$ cat src/rtl/memory_arbiter.sv
// memory_arbiter: two-requester ownership arbiter in front of a 64-bit memory
// controller. A requester asks for ownership with i_req; while it owns the
// memory its strobes, write data and address pass combinationally to the
// controller. Releasing ownership goes through DRAIN, which waits out any
// unaligned-write sequence still in progress (i_mem_busy). Ownership is
// forcibly revoked after MAX_HOLD cycles.
//
// Ports:
//   i_clk, i_areset           clock (rising edge), async active-high reset
//   i_req[1:0]                ownership request per requester
//   o_grant[1:0]              one-hot grant (decoded from the state register)
//   i_read_64/i_write_64      per-requester 64-bit read/write strobes
//   i_write_data[127:0]       requester n write data at [64n +: 64]
//   i_addr_hi                 requester n word address at [n*ADDR_WIDTH +: ADDR_WIDTH]
//   i_addr_lo[5:0]            requester n byte offset at [3n +: 3]
//   o_rd_valid[1:0]           o_data carries read data for requester n
//   o_error/o_timeout[1:0]    sticky memory-error / forced-revoke flags
//   o_data[63:0]              read data, straight from i_mem_data
//   o_mem_*                   forwarded strobes, data and address to memory
//   i_mem_busy/i_mem_error    controller status
//   i_mem_data[63:0]          controller read data
module memory_arbiter #(
  parameter int unsigned ADDR_WIDTH = 8,
  parameter int unsigned MAX_HOLD   = 1024
) (
  input  logic                    i_clk,
  input  logic                    i_areset,
  input  logic [1:0]              i_req,
  output logic [1:0]              o_grant,
  input  logic [1:0]              i_read_64,
  input  logic [1:0]              i_write_64,
  input  logic [127:0]            i_write_data,
  input  logic [2*ADDR_WIDTH-1:0] i_addr_hi,
  input  logic [5:0]              i_addr_lo,
  output logic [1:0]              o_rd_valid,
  output logic [1:0]              o_error,
  output logic [1:0]              o_timeout,
  output logic [63:0]             o_data,
  output logic                    o_mem_read_64,
  output logic                    o_mem_write_64,
  output logic [63:0]             o_mem_write_data,
  output logic [ADDR_WIDTH-1:0]   o_mem_addr_hi,
  output logic [2:0]              o_mem_addr_lo,
  input  logic                    i_mem_busy,
  input  logic                    i_mem_error,
  input  logic [63:0]             i_mem_data
);

  localparam int unsigned CNT_W = (MAX_HOLD > 2) ? $clog2(MAX_HOLD) : 1;
  localparam logic [CNT_W-1:0] HOLD_LAST = CNT_W'(MAX_HOLD - 1);

  typedef enum logic [1:0] {
    S_IDLE  = 2'd0,
    S_OWN0  = 2'd1,
    S_OWN1  = 2'd2,
    S_DRAIN = 2'd3
  } state_t;

  state_t           r_state;
  logic [CNT_W-1:0] r_cnt;
  logic             r_last;      // index of the most recently granted requester
  logic [1:0]       r_rd_valid;
  logic [1:0]       r_error;
  logic [1:0]       r_timeout;

  state_t           w_next;
  logic [CNT_W-1:0] w_cnt_n;
  logic             w_last_n;
  logic [1:0]       w_clr;
  logic [1:0]       w_to_set;
  logic [1:0]       w_err_set;
  logic [1:0]       w_rd_valid_n;
  logic             w_own;
  logic             w_idx;
  logic             w_owner;
  logic             w_fwd;

  // Owner decode; in DRAIN the owner is still the last-granted requester.
  always_comb begin
    w_own   = (r_state == S_OWN0) || (r_state == S_OWN1);
    w_idx   = (r_state == S_OWN1);
    w_owner = w_own ? w_idx : r_last;
    w_fwd   = w_own && i_req[w_idx];
  end

  // Memory-side forwarding: only the owner, and only while it still requests.
  always_comb begin
    o_mem_read_64    = 1'b0;
    o_mem_write_64   = 1'b0;
    o_mem_write_data = '0;
    o_mem_addr_hi    = '0;
    o_mem_addr_lo    = '0;
    if (w_fwd) begin
      o_mem_read_64    = i_read_64[w_idx];
      o_mem_write_64   = i_write_64[w_idx];
      o_mem_write_data = w_idx ? i_write_data[127:64] : i_write_data[63:0];
      o_mem_addr_hi    = w_idx ? i_addr_hi[2*ADDR_WIDTH-1:ADDR_WIDTH]
                               : i_addr_hi[ADDR_WIDTH-1:0];
      o_mem_addr_lo    = w_idx ? i_addr_lo[5:3] : i_addr_lo[2:0];
    end
  end

  // Next-state, hold counter, last-granted and flag set/clear masks.
  always_comb begin
    w_next   = r_state;
    w_cnt_n  = r_cnt;
    w_last_n = r_last;
    w_clr    = 2'b00;
    w_to_set = 2'b00;
    case (r_state)
      S_IDLE: begin
        w_cnt_n = '0;
        if ((i_req == 2'b01) || ((i_req == 2'b11) && r_last)) begin
          w_next   = S_OWN0;
          w_last_n = 1'b0;
          w_clr    = 2'b01;
        end else if (i_req != 2'b00) begin
          w_next   = S_OWN1;
          w_last_n = 1'b1;
          w_clr    = 2'b10;
        end
      end
      S_OWN0, S_OWN1: begin
        if (!i_req[w_idx]) begin
          w_next = S_DRAIN;
        end else if (r_cnt == HOLD_LAST) begin
          w_next   = S_DRAIN;
          w_to_set = w_idx ? 2'b10 : 2'b01;
        end else begin
          w_cnt_n = r_cnt + CNT_W'(1);
        end
      end
      S_DRAIN: begin
        if (!i_mem_busy) w_next = S_IDLE;
      end
      default: w_next = S_IDLE;
    endcase

    w_err_set    = (i_mem_error && (r_state != S_IDLE))
                   ? (w_owner ? 2'b10 : 2'b01) : 2'b00;
    w_rd_valid_n = o_mem_read_64 ? (w_idx ? 2'b10 : 2'b01) : 2'b00;
  end

  // State and flag registers; a set in the same cycle as a clear wins.
  always_ff @(posedge i_clk or posedge i_areset) begin
    if (i_areset) begin
      r_state    <= S_IDLE;
      r_cnt      <= '0;
      r_last     <= 1'b1;
      r_rd_valid <= 2'b00;
      r_error    <= 2'b00;
      r_timeout  <= 2'b00;
    end else begin
      r_state    <= w_next;
      r_cnt      <= w_cnt_n;
      r_last     <= w_last_n;
      r_rd_valid <= w_rd_valid_n;
      r_error    <= (r_error & ~w_clr) | w_err_set;
      r_timeout  <= (r_timeout & ~w_clr) | w_to_set;
    end
  end

  assign o_grant    = {r_state == S_OWN1, r_state == S_OWN0};
  assign o_rd_valid = r_rd_valid;
  assign o_error    = r_error;
  assign o_timeout  = r_timeout;
  assign o_data     = i_mem_data;

endmodule

$ cat config.mk
export PLATFORM = sky130hd
export DESIGN_NAME = memory_arbiter
export DESIGN_NICKNAME = d
export VERILOG_FILES = /design/src/rtl/memory_arbiter.sv
export SDC_FILE = /design/constraint.sdc
export NUM_CORES = 1
export LEC_CHECK = 0
export BUFFER_PORTS_ARGS = -buffer_cell sky130_fd_sc_hd__buf_2
export CAP_MARGIN = 10
export CORE_AREA = 3 3 145 147
export CTS_BUF_LIST = sky130_fd_sc_hd__clkbuf_16
export DETAILED_ROUTE_END_ITERATION = 8
export DIE_AREA = 0 0 148 150
export PLACE_DENSITY = 0.45
export REMOVE_ABC_BUFFERS = 1
export SYNTH_ARGS = -nofsm -noshare
export SYNTH_HDL_FRONTEND = slang
export SYNTH_SLANG_ARGS = --single-unit
$ cat constraint.sdc
create_clock -name i_clk -period 2.7 [get_ports i_clk]
set_clock_uncertainty 0.2 [all_clocks]
set_input_delay 0 -clock i_clk [delete_from_list [all_inputs] [get_ports i_clk]]
set_output_delay 0 -clock i_clk [all_outputs]
set_load 0.1 [all_outputs]
# After elaboration in Yosys (flattened, before gate mapping)
# Index checks and enable logic that the tools add are counted.
dict set report word_totals {
  mem_bits_rw 0
  inputBits 224
  latchBits 0
  mem_bits_ro 0
  ff_bits 19
  mem_count 0
  elab_cells 74
}
dict set report classes {
  mux 36
  bitwise_logic 5
  n_lt_le_gt_ge 1
  add_sub_neg 1
  n_mul 0
  div 0
  n_eq_ne 11
  shifts 0
  reduce_logical 14
}
# operator n
set ops {}
lappend ops {{2-to-1 mux 64 bit} 2}
lappend ops {{2-to-1 mux 2 bit} 15}
lappend ops {{2-to-1 mux 10 bit} 2}
lappend ops {{one-hot mux 10 bit (2 select lines)} 1}
lappend ops {{2-to-1 mux 8 bit} 2}
lappend ops {{2-to-1 mux 1 bit} 11}
lappend ops {{adder 10 x 1 -> 10 bit, second input constant} 1}
lappend ops {{equality test 10 bit, second input constant} 1}
lappend ops {{nonzero test 2 bit} 4}
lappend ops {{equality test 2 bit, second input constant} 3}
lappend ops {{2-to-1 mux 3 bit} 2}
lappend ops {{!= test 2 bit, second input constant} 3}
lappend ops {{!= test 3 bit, second input constant} 2}
lappend ops {{one-hot mux 2 bit (3 select lines)} 1}
lappend ops {{AND reduction 3 bit} 2}
lappend ops {{bitwise AND 2 bit} 2}
lappend ops {{equality test 2 x 1 -> 1 bit, second input constant} 2}
lappend ops {{bitwise OR 2 bit} 2}
lappend ops {{logical AND 1 bit} 3}
lappend ops {{logical NOT 2 bit} 1}
lappend ops {{logical OR 1 bit} 2}
lappend ops {{< comparator 1 x 2 -> 1 bit, second input constant} 1}
lappend ops {{NOT 2 bit} 1}
lappend ops {{AND reduction 2 bit} 1}
lappend ops {{OR reduction 2 bit} 1}

# Logic depth before layout (Yosys ltp)
# Gate-level depths: netlist (run 1).
dict set report logic_depth {
  depth_word 8
  ltp_mapped 8
  ltp_nobuf 6
}

# Worst setup path after synthesis (run 1)
# OpenSTA, ideal clock, no wires.
dict set report synth_path {
  kind {reg2out}
  startpoint {register r_state[0]}
  endpoint {output port o_mem_write_data[10]}
  t_required_ns 2.500
  arrival_ns 2.896
  path_stages_with_launch 9
  path_slack_ns -0.396
  path_cell_list {dfrtp_1 > inv_1 > ha_1 > clkbuf_1 > and2_1 > o21ai_1 > clkbuf_1 > buf_1 > nor2_1}
}
dict set report synth_between {
  elab_chain_len 5
}
# element line
set synth_rtl {}
lappend synth_rtl {{from (decl)} 59} ;# state_t r_state;
lappend synth_rtl {{from (signal assigned)} 154} ;# r_state <= w_next;
lappend synth_rtl {{equality test 2 bit (*)} 81} ;# w_idx = (r_state == S_OWN1);
lappend synth_rtl {{via w_idx} 74} ;# logic w_idx;
lappend synth_rtl {{2-to-1 mux 1 bit (not written as such) (2 in series)} 83} ;# w_fwd = w_own && i_req[w_idx];
lappend synth_rtl {{logical AND 1 bit} 83}
lappend synth_rtl {{2-to-1 mux 64 bit (*)} 93} ;# if (w_fwd) begin
lappend synth_rtl {{to (decl)} 41} ;# output logic [63:0] o_mem_write_data,
# Mark *: on every way through the listed nets, which the timed path passes. The rest lies on a longest branch. The select of a mux whose other input is x is not followed.

# Worst setup path in the final report (run 1)
dict set report layout_path {
  startpoint {register r_state[1]}
  endpoint {output port o_mem_write_data[25]}
}
dict set report layout_between {
  elab_chain_len 5
}
# element line
set layout_rtl {}
lappend layout_rtl {{equality test 2 bit} {80, 81}}
lappend layout_rtl {{2-to-1 mux 1 bit (not written as such) (2 in series)} 83}
lappend layout_rtl {{logical AND 1 bit} 83}
lappend layout_rtl {{2-to-1 mux 64 bit (*)} 93}
# Mark *: on every way between the ends. The rest lies on a longest branch, timed or not. The select of a mux whose other input is x is not followed.

==> results by group, run 1 <==
Timing
  • Slew HR: 23.55%
  • Worst slew pin tran: 1.143 ns
  • Fmax: 416.7 MHz
  • Final worst path period share: 88.88%
  • Unrepaired setup endpoints after global routing: false
  • Max-slew violations: 0
  • Minimum clock period: 2.400 ns
  • Hold Fails Final Rpt: 0
  • Setup-failing EPs final: 0

Routing
  • Vias/cell: 3.907
  • Final wirelength: 16370 µm
  • Avg WL per Cell: 19.07 µm
  • # DRC: 0
  • DRT iter0 DRCs: 179
  • Pre-antenna DRT Iters: 6
  • Antenna violation net count after detailed routing: 0
  • Via count: 3352

Layout
  • Most frequent cells in the layout: buf_2 (194), nor2_1 (81), mux2i_1 (81), dlygate4sd3_1 (72), buf_12 (53)
  • Share of cells above drive strength 1: 45.30%
  • Filler cells: 2179
  • Fin util: 26.60%
  • Fin cells: 858
  • Commonest non-fill, non-tap cell in the layout: buf_2
  • Final instance area: 5330 µm²
  • Area delta synth->final: 100.0%
  • Final net count: 815

Floorplanning
  • FP Rows: 52
  • Die H: 150 µm
  • Starting density of the core: 13.30%
  • # IOs: 373
  • Die ar.: 22200 µm²
  • Core ar.: 20040 µm²
  • Die span in x: 148 µm

Clocking
  • Root Buffer: clkbuf_16
  • PostCTS Resize Cnt: 0
  • CTS tree: yes
  • Clk_lat worst skew: 0.25 ns
  • Htree depth: 1
  • Clock slew at reported path FFs: 0.06 ns
  • Cts bufs inserted: 3
  • Clock sinks: 19
  • Total setup buffers inserted after CTS: 0
  • Worst-case clock buffer depth: 2

Outcome
  • Outcome: finished, final reports clean

Setup path
  • Worst setup path class: reg2out
  • Critical Path AT: 2.20 ns
  • WP data required: 2.50 ns
  • CP Launch Type: flop
  • CP Cell Sequence: inv_1 > ha_1 > o21ai_4 > buf_12 > nor2_1 > buf_2
  • Slowest stage delay, CP: 0.50 ns
  • Crit-path slowest cell: ha_1
  • Worst Setup End Kind: output pin
  • CP Max Fanout: 46

Place
  • Port Buf Inserts: 244
  • DP Cell Count: 779
  • Placed Area: 4523 µm²
  • Post-DP HPWL: 12740 µm
  • Routability cong.: 0.7417

Global routing
  • Gr ovfl total: 0
  • First-pass GRT wire length: 22090 µm
  • Total track usage: 13.46%
  • Vias in the first global route: 3070
  • Initial antenna violation count: 1
  • Largest net degree at the start of global routing: 82

Logic synthesis
  • Post-Syn Area: 2665 µm²
  • Sequential area share after synthesis: 17.89%
  • #FFs+latches synth: 19
  • Synth warn: 0
  • Post-Syn Instances: 343
  • Syn_area_per_cell: 7.770 µm²
  • Yosys cell types: 36

Run
  • Total of max-cap violations: 0

Hold path
  • Min-delay worst type: in2reg
per-stage QoR:
stage / setup WS, ns / hold WS (ns) / setup TNS (ns)
6_report: 0.3001 / 0.03938 / 0
5_1_grt: 0.1745 / 0.06231 / 0
4_1_cts: 0.2841 / 0.03154 / 0
3_5_place_dp: 0.4318 / -0.1993 / 0
3_3_place_gp: 0.4405 / -0.1993 / 0
2_1_floorplan: -6.205 / -0.2496 / -549.35
layer usage:
metal	vias to the layer above	global-route usage [%]	wire [µm]
met5	-	0	12
met4	2	2.079	95
met3	6	2.635	1215
met2	187	19.27	7206
met1	1559	20.93	7834
li1	1598	-	-
layout make-up:
cell class / instances / area [µm²] / area share, %
Sequential cell: 19 / 476.7 / 8.944
Clock buffer: 3 / 75.07 / 1.408
Timing Repair Buffer: 323 / 2783 / 52.21
Tap cell: 270 / 337.8 / 6.338
Antenna cell: 3 / 7.507 / 0.1408
Inverter: 5 / 18.77 / 0.3521
Clock inverter: 1 / 3.754 / 0.07042
Multi-Input combinational cell: 234 / 1628 / 30.54
synthesized netlist by cell type:
library cell	number	area (µm²)
and2_1	1	6.260
o21ai_1	1	5.000
dfstp_2	1	26.28
clkbuf_1	9	33.78
o311ai_0	2	17.52
buf_2	2	10.01
and4_1	1	8.760
nor3_1	7	35.03
a211o_1	2	17.52
or3_4	1	11.26
mux2i_1	81	810.8
mux2_2	3	33.78
buf_4	65	488.0
a32o_1	2	20.02
inv_1	5	18.77
a31oi_1	1	6.260
ha_1	5	62.56
nor2_1	81	304.0
dfrtp_1	18	450.4
nand4_2	1	12.51
and4_2	2	20.02
o21ai_0	5	25.02
o21a_1	1	7.510
nand2b_1	2	12.51
and3_1	1	6.260
a222oi_1	1	10.01
o211ai_1	1	7.510
a21boi_0	2	15.01
nor2b_1	1	6.260
o41ai_1	2	17.52
a41o_2	1	11.26
nand2_1	15	56.30
a21oi_1	2	10.01
buf_1	9	33.78
nor4_1	2	12.51
nand3_1	7	35.03
path summary, 6_finish.rpt:
check | end | from | depth (start not counted) | slack (ns)
hold / removal | r_state[0] | i_mem_busy | 3 | 0.04
min in group asynchronous | r_cnt[1] | i_areset | 3 | 0.27
setup reg to reg | o_error[1] | r_state[0] | 6 | 0.39
max in group asynchronous | o_error[0] | i_areset | 3 | 1.53
setup / recovery | o_mem_write_data[25] | r_state[1] | 6 | 0.30
hold reg to reg | o_timeout[0] | o_timeout[0] | 1 | 0.30
flip-flops by register name, summed over array words and instances, names as in the netlist:
register and count:
o_timeout 2, o_error 2, r_state 2, r_last 1, o_rd_valid 2, r_cnt 10
logic make-up (layout without fill, tap and decap cells):
group | Yosys count | after routing | synth area share, %
flops | 19 | 19 | 17.89
other cells | 0 | 3 | 0
compound gates | 23 | 23 | 6.385
fa+ha+maj | 5 | 5 | 2.347
buf+inv | 90 | 332 | 21.92
simple gates | 122 | 122 | 19.77
mux | 84 | 84 | 31.69
critical path, delay by kind of cell (launching register included):
| family | cells | cell delay (ns) |
|---|---|---|
| AO/OA/AOI/OAI | 1 | 0.15 |
| adder cells (fa/ha/maj) | 1 | 0.50 |
| buffers and inverters | 3 | 0.72 |
| flip-flops | 1 | 0.43 |
| AND/OR/NAND/NOR | 1 | 0.13 |
repair_timing:
item	4_1_cts	5_1_grt
endpoints found under the hold margin	88	0
hold buffers	72	0
endpoints found under the setup margin	0	0
Power of run 1 is left out: the tool's default activity adds up to more than one toggle a clock period on the data nets, which glitch-free logic cannot reach.
==> run 2, diff against run 1 <==
- CAP_MARGIN: 10 -> 20
- CORE_AREA: 3 3 145 147 -> 2 2 144 146
- DIE_AREA: 0 0 148 150 -> 0 0 146 148
- GPL_ROUTABILITY_DRIVEN: default -> 0
==> results by group, run 2 (synthesis gave the netlist of run 1 again) <==
Clocking
  • Clock sinks: 19 (unchanged)
  • PostCTS Resize Cnt: 0 (unchanged)
  • Root Buffer: clkbuf_16
  • Clock slew at reported path FFs: 0.05 ns (about the same)
  • Clk_lat worst skew: 0.25 ns (about the same)
  • CTS tree: yes
  • Cts bufs inserted: 3 (unchanged)
  • Total setup buffers inserted after CTS: 0 (unchanged)
  • Hold-fix buffers, CTS: 72 (unchanged)
  • Worst-case clock buffer depth: 2 (unchanged)
  • Htree depth: 1 (unchanged)

Run
  • Total of max-cap violations: 0 (unchanged)

Floorplanning
  • Starting density of the core: 13.30% (unchanged)
  • Die H: 148 µm (-1.3%)
  • # IOs: 373 (unchanged)
  • FP Rows: 52 (unchanged)
  • Die span in x: 146 µm (-1.4%)
  • Core ar.: 20040 µm² (unchanged)
  • Die ar.: 21610 µm² (-2.7%)

Timing
  • Worst slew pin tran: 1.146 ns (+0.003244 ns)
  • Minimum clock period: 2.458 ns (+0.05794 ns)
  • Hold Fails Final Rpt: 0 (unchanged)
  • Unrepaired setup endpoints after global routing: false
  • Max-slew violations: 0 (unchanged)
  • Hold slack: 0.01686 ns (-0.02252 ns)
  • Fmax: 406.9 MHz (-2.4%)
  • Final worst setup slack: 0.2422 ns (-0.05794 ns)
  • Setup-failing EPs final: 0 (unchanged)
  • Slew HR: 23.33% (-0.22 points)
  • Final worst path period share: 91.03% (+2.1 points)

Setup path
  • Critical R2R Capture: r_state[1]
  • R2R setup slack: 0.35 ns (-0.04 ns)
  • Worst Setup End Kind: output pin
  • CP bufs+invs: 3 (unchanged)
  • Crit. path cell count: 6 (unchanged)
  • Worst setup path class: reg2out
  • CP Max Fanout: 64 (+39%)
  • Critical R2R Launch: r_state[0]
  • CP Cell Sequence: inv_1 > ha_1 > o21ai_4 > buf_12 > nor2_1 > buf_2
  • Crit-path slowest cell: ha_1
  • R2r worst-path depth: 5 (-1)
  • CP top delay family: buffers and inverters
  • Critical Path AT: 2.26 ns (+0.06 ns)
  • WP data required: 2.50 ns (about the same)
  • Slowest stage delay, CP: 0.48 ns (-0.02 ns)
  • CP Launch Type: flop

Global routing
  • First-pass GRT wire length: 22160 µm (+0.31%)
  • Initial antenna violation count: 5 (+4)
  • Vias in the first global route: 3343 (+8.9%)
  • Total track usage: 13.94% (+0.48 points)
  • Gr ovfl total: 0 (unchanged)
  • Largest net degree at the start of global routing: 82 (unchanged)

Layout
  • Top reg by flops: r_cnt
  • Area delta synth->final: 100.4%
  • Multi-input gate area: 1628 µm² (unchanged)
  • Commonest non-fill, non-tap cell in the layout: buf_2
  • Reg area: 476.7 µm² (unchanged)
  • Share of cells above drive strength 1: 45.11% (-0.19 points)
  • Fin util: 26.65% (+0.050 points)
  • Final instance area: 5340 µm² (+0.19%)
  • Most frequent cells in the layout: buf_2 (193), nor2_1 (81), mux2i_1 (81), dlygate4sd3_1 (72), buf_12 (54)
  • Largest register FFs: 10 (unchanged)
  • Final net count: 813 (-0.25%)
  • Filler cells: 2216 (+1.7%)

Routing
  • Antenna violation net count after detailed routing: 0 (unchanged)
  • # DRC: 0 (unchanged)
  • Pre-antenna DRT Iters: 4 (-2)
  • Via count: 3313 (-1.2%)
  • Final wirelength: 16090 µm (-1.7%)
  • DRT iter0 DRCs: 138 (-23%)
  • Avg WL per Cell: 18.71 µm (-1.9%)
  • Vias/cell: 3.852 (-1.4%)

Place
  • Post-DP HPWL: 12980 µm (+1.9%)
  • Place WS: 0.3793 ns (-0.05247 ns)
  • Placed Area: 4523 µm² (unchanged)
  • Port Buf Inserts: 244 (unchanged)

Hold path
  • Min-delay worst type: in2reg
  • Min-Delay Startpoint: i_mem_busy
  • Hold path depth: 3 (unchanged)
  • Worst Hold End: r_state[0]

Outcome
  • Outcome: finished, final reports clean
[run 2: worst max-delay path by stage]
stage               start                    to  slack (ns)
3_3_place_gp   r_state[0]            r_state[1]        0.45
2_1_floorplan  r_state[0]      o_mem_addr_hi[0]       -6.20
5_1_grt        r_state[1]  o_mem_write_data[22]        0.09
3_5_place_dp   r_state[0]            r_state[1]        0.38
6_report       r_state[1]  o_mem_write_data[22]        0.24
4_1_cts        r_state[0]  o_mem_write_data[53]        0.21
[run 2: worst register-to-register path: cells and delay by family (launching register included)]
| family | cells | cell delay (ns) |
|---|---|---|
| AOI/OAI and AO/OA | 2 | 0.71 |
| adders and majority gates | 1 | 0.44 |
| DFF | 1 | 0.39 |
| muxes | 1 | 0.39 |
| buffers and inverters | 1 | 0.10 |
[run 2: through the flow]
stage | TNS, ns | cells
after global placement | 0 | 777
after global routing | 0 | 856
after CTS | 0 | 853
final | 0 | 860
after detailed placement | 0 | 777
after floorplan | -549.35 | 258
[run 2: layer usage]
layer  up-vias  GRT usage (%)  share of wire (%)
li1       1598              -                  -
met1      1510          19.97                 47
met2       183          18.56                 40
met3        18          6.914                 11
met4         4          2.816                1.4
met5         -              0               0.16
[run 2: layout make-up]
cell class                 count  share of cell area [%]
clock inverter                 1                 0.07029
tap                          270                   6.326
inverter                       5                  0.3515
timing repair buffer         321                   52.11
multi-input combinational    234                   30.48
sequential                    19                   8.927
clock buffer                   3                   1.406
antenna                        7                  0.3280
Power of run 2 is left out for the same reason.
